File: config.mk
export PLATFORM = sky130hd
export DESIGN_NAME = isa_tx_scheduler_flat
export DESIGN_NICKNAME = d
export VERILOG_FILES = /design/src/rtl/isa_tx_scheduler_if.sv /design/src/rtl/isa_tx_scheduler.sv /design/src/flat_wrapper.sv
export SDC_FILE = /design/constraint.sdc
export NUM_CORES = 1
export LEC_CHECK = 0
export ABC_AREA = 1
export CAP_MARGIN = 0
export CORE_UTILIZATION = 35
export DETAILED_ROUTE_END_ITERATION = 10
export PLACE_DENSITY = 0.64
export SLEW_MARGIN = 30
export SYNTH_ARGS = -nofsm -noshare
export SYNTH_HDL_FRONTEND = slang
export SYNTH_SLANG_ARGS = --single-unit
File: constraint.sdc
create_clock -name clk -period 2.6 [get_ports clk]
set_clock_uncertainty 0.2 [all_clocks]
set_input_delay 0.52 -clock clk [delete_from_list [all_inputs] [get_ports clk]]
set_output_delay 0.52 -clock clk [all_outputs]
set_load 0.05 [all_outputs]
File: src/rtl/isa_tx_scheduler_if.sv
// Requester handshake plus ring write port of the outbound TX scheduler.
// master = scheduler side; slave = requesters, ring RAM and consumer pointer side.
interface isa_tx_scheduler_if #(
  parameter int NREQ = 4,
  parameter int AW   = 13
);
  logic [NREQ-1:0]   req;
  logic [8*NREQ-1:0] tag;
  logic [8*NREQ-1:0] data;
  logic [NREQ-1:0]   ack;
  logic [AW-1:0]     rd_ptr;
  logic              wr_en;
  logic [AW-1:0]     wr_addr;
  logic [7:0]        wr_data;

  modport master (
    input  req, tag, data, rd_ptr,
    output ack, wr_en, wr_addr, wr_data
  );

  modport slave (
    output req, tag, data, rd_ptr,
    input  ack, wr_en, wr_addr, wr_data
  );
endinterface

File: src/rtl/isa_tx_scheduler.sv
// Round-robin writer of ISA capture events (tag byte, data byte) into the outbound ring; ISA_TX_STATS_EN adds peak level.
// Latency: req sampled in IDLE at N -> tag written N+1, data + ack N+2, next arbitration N+4.
// Backpressure: no grant while fewer than 2 free slots; requests wait, chrdy_hold stalls the ISA bus.
module isa_tx_scheduler #(
  parameter int NREQ     = 4,
  parameter int AW       = 13,
  parameter int HI_WM    = 2000,
  parameter int STALL_WM = 8000
) (
  input  logic               clk,
  input  logic               rst_n,
  isa_tx_scheduler_if.master bus,
  input  logic               i_stats_clr,
  output logic [AW-1:0]      o_level,
  output logic               o_hi_wm,
  output logic               o_chrdy_hold,
  output logic [AW-1:0]      o_peak_level
);
  localparam int            GW         = (NREQ > 1) ? $clog2(NREQ) : 1;
  localparam logic [AW-1:0] HI_WM_L    = AW'(HI_WM);
  localparam logic [AW-1:0] STALL_WM_L = AW'(STALL_WM);
  localparam logic [AW-1:0] ONE        = AW'(1);
  localparam logic [AW-1:0] TWO        = AW'(2);
  localparam logic [GW-1:0] LAST_RST   = GW'(NREQ - 1);

  typedef enum logic [1:0] {S_IDLE, S_TAG, S_DATA, S_GAP} state_t;

  state_t          r_state;
  logic [AW-1:0]   r_wp;
  logic [GW-1:0]   r_last;
  logic [GW-1:0]   r_gnt;
  logic [7:0]      r_data_g;
  logic [NREQ-1:0] r_ack;
  logic            r_wr_en;
  logic [AW-1:0]   r_wr_addr;
  logic [7:0]      r_wr_data;
  logic [AW-1:0]   r_level;
  logic            r_hi_wm;
  logic            r_chrdy_hold;

  logic [AW-1:0]   w_level;
  logic [AW-1:0]   w_free;
  logic            w_room;
  logic            w_gnt_vld;
  logic [GW-1:0]   w_gnt;
  logic [7:0]      w_tag_sel;
  logic [7:0]      w_data_sel;

  // One slot is always kept empty so that wp == rd_ptr unambiguously means empty.
  assign w_level = r_wp - bus.rd_ptr;
  assign w_free  = {AW{1'b1}} - w_level;
  assign w_room  = (w_free >= TWO);

  // Scan last+NREQ down to last+1 so the nearest requester after last wins.
  always_comb begin
    logic [GW-1:0] v_idx;
    w_gnt_vld = 1'b0;
    w_gnt     = '0;
    v_idx     = '0;
    for (int k = NREQ; k >= 1; k--) begin
      v_idx = GW'((int'(r_last) + k) % NREQ);
      if (bus.req[v_idx]) begin
        w_gnt_vld = 1'b1;
        w_gnt     = v_idx;
      end
    end
  end

  always_comb begin
    w_tag_sel  = '0;
    w_data_sel = '0;
    for (int c = 0; c < NREQ; c++) begin
      if (w_gnt == GW'(c)) begin
        w_tag_sel  = bus.tag[8*c +: 8];
        w_data_sel = bus.data[8*c +: 8];
      end
    end
  end

  // Write strobes are prepared one state ahead so they leave the block registered.
  always_ff @(posedge clk or negedge rst_n) begin
    if (!rst_n) begin
      r_state   <= S_IDLE;
      r_wp      <= '0;
      r_last    <= LAST_RST;
      r_gnt     <= '0;
      r_data_g  <= '0;
      r_ack     <= '0;
      r_wr_en   <= 1'b0;
      r_wr_addr <= '0;
      r_wr_data <= '0;
    end else begin
      r_ack   <= '0;
      r_wr_en <= 1'b0;
      case (r_state)
        S_IDLE: begin
          if (w_gnt_vld && w_room) begin
            r_gnt     <= w_gnt;
            r_data_g  <= w_data_sel;
            r_wr_en   <= 1'b1;
            r_wr_addr <= r_wp;
            r_wr_data <= w_tag_sel;
            r_state   <= S_TAG;
          end
        end
        S_TAG: begin
          r_wp         <= r_wp + ONE;
          r_wr_en      <= 1'b1;
          r_wr_addr    <= r_wp + ONE;
          r_wr_data    <= r_data_g;
          r_ack[r_gnt] <= 1'b1;
          r_state      <= S_DATA;
        end
        S_DATA: begin
          r_wp    <= r_wp + ONE;
          r_last  <= r_gnt;
          r_state <= S_GAP;
        end
        S_GAP: begin
          r_state <= S_IDLE;
        end
        default: begin
          r_state <= S_IDLE;
        end
      endcase
    end
  end

  always_ff @(posedge clk or negedge rst_n) begin
    if (!rst_n) begin
      r_level      <= '0;
      r_hi_wm      <= 1'b0;
      r_chrdy_hold <= 1'b0;
    end else begin
      r_level      <= w_level;
      r_hi_wm      <= (w_level >= HI_WM_L);
      r_chrdy_hold <= (w_level >= STALL_WM_L);
    end
  end

`ifdef ISA_TX_STATS_EN
  logic [AW-1:0] r_peak_level;

  always_ff @(posedge clk or negedge rst_n) begin
    if (!rst_n) begin
      r_peak_level <= '0;
    end else if (i_stats_clr) begin
      r_peak_level <= r_level;
    end else if (r_level > r_peak_level) begin
      r_peak_level <= r_level;
    end
  end

  assign o_peak_level = r_peak_level;
`else
  logic w_unused_stats_clr;
  assign w_unused_stats_clr = i_stats_clr;
  assign o_peak_level       = '0;
`endif

  assign bus.ack      = r_ack;
  assign bus.wr_en    = r_wr_en;
  assign bus.wr_addr  = r_wr_addr;
  assign bus.wr_data  = r_wr_data;
  assign o_level      = r_level;
  assign o_hi_wm      = r_hi_wm;
  assign o_chrdy_hold = r_chrdy_hold;
endmodule

File: src/flat_wrapper.sv
// flat-port wrapper written by rule: the top's interface ports become plain ports
module isa_tx_scheduler_flat 
#(
  parameter int NREQ     = 4,
  parameter int AW       = 13,
  parameter int HI_WM    = 2000,
  parameter int STALL_WM = 8000
)
  (clk, rst_n, i_stats_clr, o_level, o_hi_wm, o_chrdy_hold, o_peak_level, bus_req, bus_tag, bus_data, bus_rd_ptr, bus_ack, bus_wr_en, bus_wr_addr, bus_wr_data);
  isa_tx_scheduler_if #(.NREQ(NREQ), .AW(AW)) bus_i ();
  input  logic clk;
  input  logic rst_n;
  input  logic i_stats_clr;
  output logic [AW-1:0] o_level;
  output logic o_hi_wm;
  output logic o_chrdy_hold;
  output logic [AW-1:0] o_peak_level;
  input wire logic [$bits(bus_i.req)-1:0] bus_req;
  input wire logic [$bits(bus_i.tag)-1:0] bus_tag;
  input wire logic [$bits(bus_i.data)-1:0] bus_data;
  input wire logic [$bits(bus_i.rd_ptr)-1:0] bus_rd_ptr;
  output wire logic [$bits(bus_i.ack)-1:0] bus_ack;
  output wire logic [$bits(bus_i.wr_en)-1:0] bus_wr_en;
  output wire logic [$bits(bus_i.wr_addr)-1:0] bus_wr_addr;
  output wire logic [$bits(bus_i.wr_data)-1:0] bus_wr_data;
  assign bus_i.req = bus_req;
  assign bus_i.tag = bus_tag;
  assign bus_i.data = bus_data;
  assign bus_i.rd_ptr = bus_rd_ptr;
  assign bus_ack = bus_i.ack;
  assign bus_wr_en = bus_i.wr_en;
  assign bus_wr_addr = bus_i.wr_addr;
  assign bus_wr_data = bus_i.wr_data;
  isa_tx_scheduler #(.NREQ(NREQ), .AW(AW), .HI_WM(HI_WM), .STALL_WM(STALL_WM)) u_core (.clk(clk), .rst_n(rst_n), .bus(bus_i), .i_stats_clr(i_stats_clr), .o_level(o_level), .o_hi_wm(o_hi_wm), .o_chrdy_hold(o_chrdy_hold), .o_peak_level(o_peak_level));
endmodule
==> flow_summary_export.csv <==
group,metric,value,unit
logic_synthesis,synth-seq-area-share,37.2,%
worst_setup_path,critPathArrivalTime,2.74,ns
pwr,p_per_area,1260,nW/µm²
place,gp_congestion,0.836,
run,cap_violations,0,
die,dieArea,13600,µm²
clock_network,cts.clk_slew.worst_paths,0.06,ns
sta,finalMaxSlewViolations,0,
logic_synthesis,yosysUniqueCellTypes,34,
route,vias,4835,
clock_network,clockBufferDepth,2,
clock_network,cts-buffers-inserted,9,
route,postRouteAntennaNets,0,
clock_network,clk_latency,0.33,ns
status,violations,"hold timing, setup timing",
sta,holdWs,-0.0133,ns
die,die_y,116,µm
layout,fill_cells,1152,
logic_synthesis,avgSynthCellArea,6.98,µm²
logic_synthesis,syn_inst,657,
logic_synthesis,yosysWarnings,0,
worst_setup_path,crit_type,"in2reg",
route,wire_per_inst,13.1,µm
place,hpwl,9690,µm
global_routing,grt_pass1_vias,4519,
pwr,max-vdd-ir-drop,0.680,mV
logic_synthesis,yosys_register_bits,68,
logic_synthesis,syn_area,4590,µm²
logic_synthesis,yosys.area.top_type,"dfrtp_1",
die,rows,41,
global_routing,grt_max_degree,69,
global_routing,grt_pass1_wl,20900,µm
sta,max_freq,369,MHz
logic_synthesis,synth_top_area_share,36.0,%
global_routing,grt_overflow,0,
die,core_region_area,12700,µm²
die,die_x,116,µm
sta,finalCriticalPeriod,2.71,ns
route,first_pass_iters,5,
worst_setup_path,critPathMaxFanout,10,
layout,nets,956,
layout,regArea,1700,µm²
sta,post-route-period-util,104,%
clock_network,cts.htree.levels,3,
sta,slew_headroom,63.1,%
layout,antenna_cells,0,
pwr,p_leak,3.55,nW
pwr,design_power_total,9.23,mW
layout,multi_input_area,2930,µm²
route,post-route-drc-count,0,
global_routing,grt_use_total,19.7,%
sta,hold_viol,8,
die,start_util,36.0,%
clock_network,root_buffer,"clkbuf_16",
worst_setup_path,startpoint_type,"input pin",
clock_network,cts_tree,"yes",
layout,layout-drive-gt1-share,26.9,%
sta,tightest_slew,0.554,ns
layout,post-route-util,57.6,%
clock_network,cts_sinks,68,
sta,setup_tns,-2.78,ns
route,viasPerCell,4.69,
min_path,hold_path.class,"in2async",
die,ioPinCount,138,
place,place_inst,993,
place,portBuffers,123,
route,drt-total-wl,13600,µm
sta,setup-violations-final,32,
layout,fin_cells,1032,
worst_setup_path,end_kind,"flop",
global_routing,antenna_found_initial,0,
worst_setup_path,crit_required,2.63,ns
clock_network,ctsHoldBuffers,0,
layout,syn2layout_area_growth,59.9,%
logic_synthesis,synthTopCellsByArea,"dfrtp_1 36%, nand2_1 21%, nand3_1 7.3%",
sta,setup_slack,-0.110,ns
status,status,"finished with violations",
route,drtIter0Drc,303,
sta,rsz0062_at_grt,"yes",
## state kept, by name (all words and copies together) (netlist names), 2 cells and up
signal,flops
u_core.bus.ack,4
u_core.bus.wr_addr,13
u_core.bus.wr_data,8
u_core.o_level,13
u_core.r_data_g,8
u_core.r_gnt,2
u_core.r_last,2
u_core.r_state,2
u_core.r_wp,13
## repair_timing
| item | in CTS | in global routing |
|---|---|---|
| endpoints found under the hold margin | 0 | 0 |
| gates resized for setup | 83 | 64 |
| gates cloned | 0 | 2 |
| setup endpoints to repair | 34 | 36 |
| pin swaps | 41 | 31 |
| setup buffers | 13 | 10 |
## cells in the final DEF (no fill, tap or decap), types with 2 or more instances in the layout
cell	n
nand2_8	2
ha_1	5
clkinv_1	2
nand3_1	60
conb_1	13
buf_4	70
buf_8	3
o21ai_0	27
nand2_4	10
a21oi_2	3
nor3_1	6
xnor2_1	5
a31oi_1	2
clkbuf_16	9
nand4_1	13
ha_4	11
dfstp_2	2
clkinvlp_4	4
nand3b_1	10
dfrtp_1	66
nor3_2	2
nand3_2	4
buf_6	3
inv_1	59
nor2_1	11
buf_12	4
nor2_4	8
clkdlybuf4s50_1	113
nand2_2	60
o21ai_1	10
nor2_2	6
dlygate4sd2_1	8
xor2_1	9
inv_6	2
inv_2	15
nand3_4	5
nand2_1	204
a21oi_1	2
## synthesized netlist by cell type (all sizes together)
library cell	count
inv	75
buf	22
fa	1
a21oi	5
conb	1
nand3	69
o31ai	1
a31oi	2
clkinv	2
nand2	274
xnor2	5
nand4	13
xor2	10
nor3	8
ha	16
o21ai	39
clkbuf	8
or2	2
nor2	25
dfstp	2
nand3b	10
dfrtp	66
o21bai	1
## where the power goes
| part | internal [mW] | switching, mW | total [mW] | leakage (nW) |
|---|---|---|---|---|
| Combinational | 2.47 | 3.92 | 6.39 | 2.56 |
| Sequential | 1.43 | 0.236 | 1.66 | 0.864 |
| Clock | 0.660 | 0.512 | 1.17 | 0.131 |
## worst max-delay path: stages
cell	delay (ns)
clkdlybuf4s50_1	0.47
inv_1	0.06
ha_4	0.29
nand2_2	0.09
nor2_4	0.12
nand2_1	0.09
nand3_1	0.09
nand2_1	0.07
nand2_2	0.08
nand2_2	0.08
nor2_4	0.12
nand2_2	0.09
nand3_4	0.10
buf_12	0.12
buf_12	0.12
nand2_8	0.09
nand2_2	0.09
nand2_1	0.04
## per-stage QoR
step,worst slack (ns),instance area [µm²]
CTS,-0.0434,6990
finish,-0.110,7330
floorplan,0.0172,4630
global route,-0.289,7330
global placement,-0.695,6320
detailed placement,-0.744,6320
## logic make-up after synthesis
group                      after synthesis  share of synthesized area, %
and+or+nand+nor                        401                          38.6
buffers and inverters                  107                          11.1
DFF                                     68                          37.2
AOI/OAI and AO/OA                       48                          5.40
adders and majority gates               17                          4.80
xor gates and xnor gates                15                          2.86
other                                    1                        0.0818
## final timing paths
check / from / to / slack (ns) / cells past startpoint
worst min-delay path: rst_n / u_core.o_level[11]$_DFF_PN0_ / -0.01 / 2
worst max register to register: u_core.r_wp[0]$_DFFE_PN0P_ / u_core.bus.wr_data[1]$_DFFE_PN0P_ / -0.11 / 17
worst min register to register: u_core.r_data_g[2]$_DFFE_PN0P_ / u_core.r_data_g[2]$_DFFE_PN0P_ / 0.28 / 2
min in group clk: u_core.r_data_g[2]$_DFFE_PN0P_ / u_core.r_data_g[2]$_DFFE_PN0P_ / 0.28 / 2
max in group asynchronous: rst_n / u_core.r_last[1]$_DFFE_PN1P_ / 1.87 / 2
worst max-delay path: bus_rd_ptr[10] / u_core.bus.wr_data[1]$_DFFE_PN0P_ / -0.11 / 18
## per-layer routing
metal	track usage (%)	up-vias	wire, µm
met1	24.9	2238	5910
li1	-	2449	-
met3	3.79	18	541
met4	5.13	0	182
met5	0	-	0
met2	34.3	130	6920
## area by class of cell
type / count / area share, %
Tap cell: 172 / 2.94
Sequential cell: 68 / 23.2
Timing Repair Buffer: 203 / 26.0
Clock buffer: 9 / 3.07
Inverter: 77 / 3.99
Clock inverter: 7 / 0.819
Multi-Input combinational cell: 496 / 40.0
No activity file was read; power rests on OpenSTA's default activity.
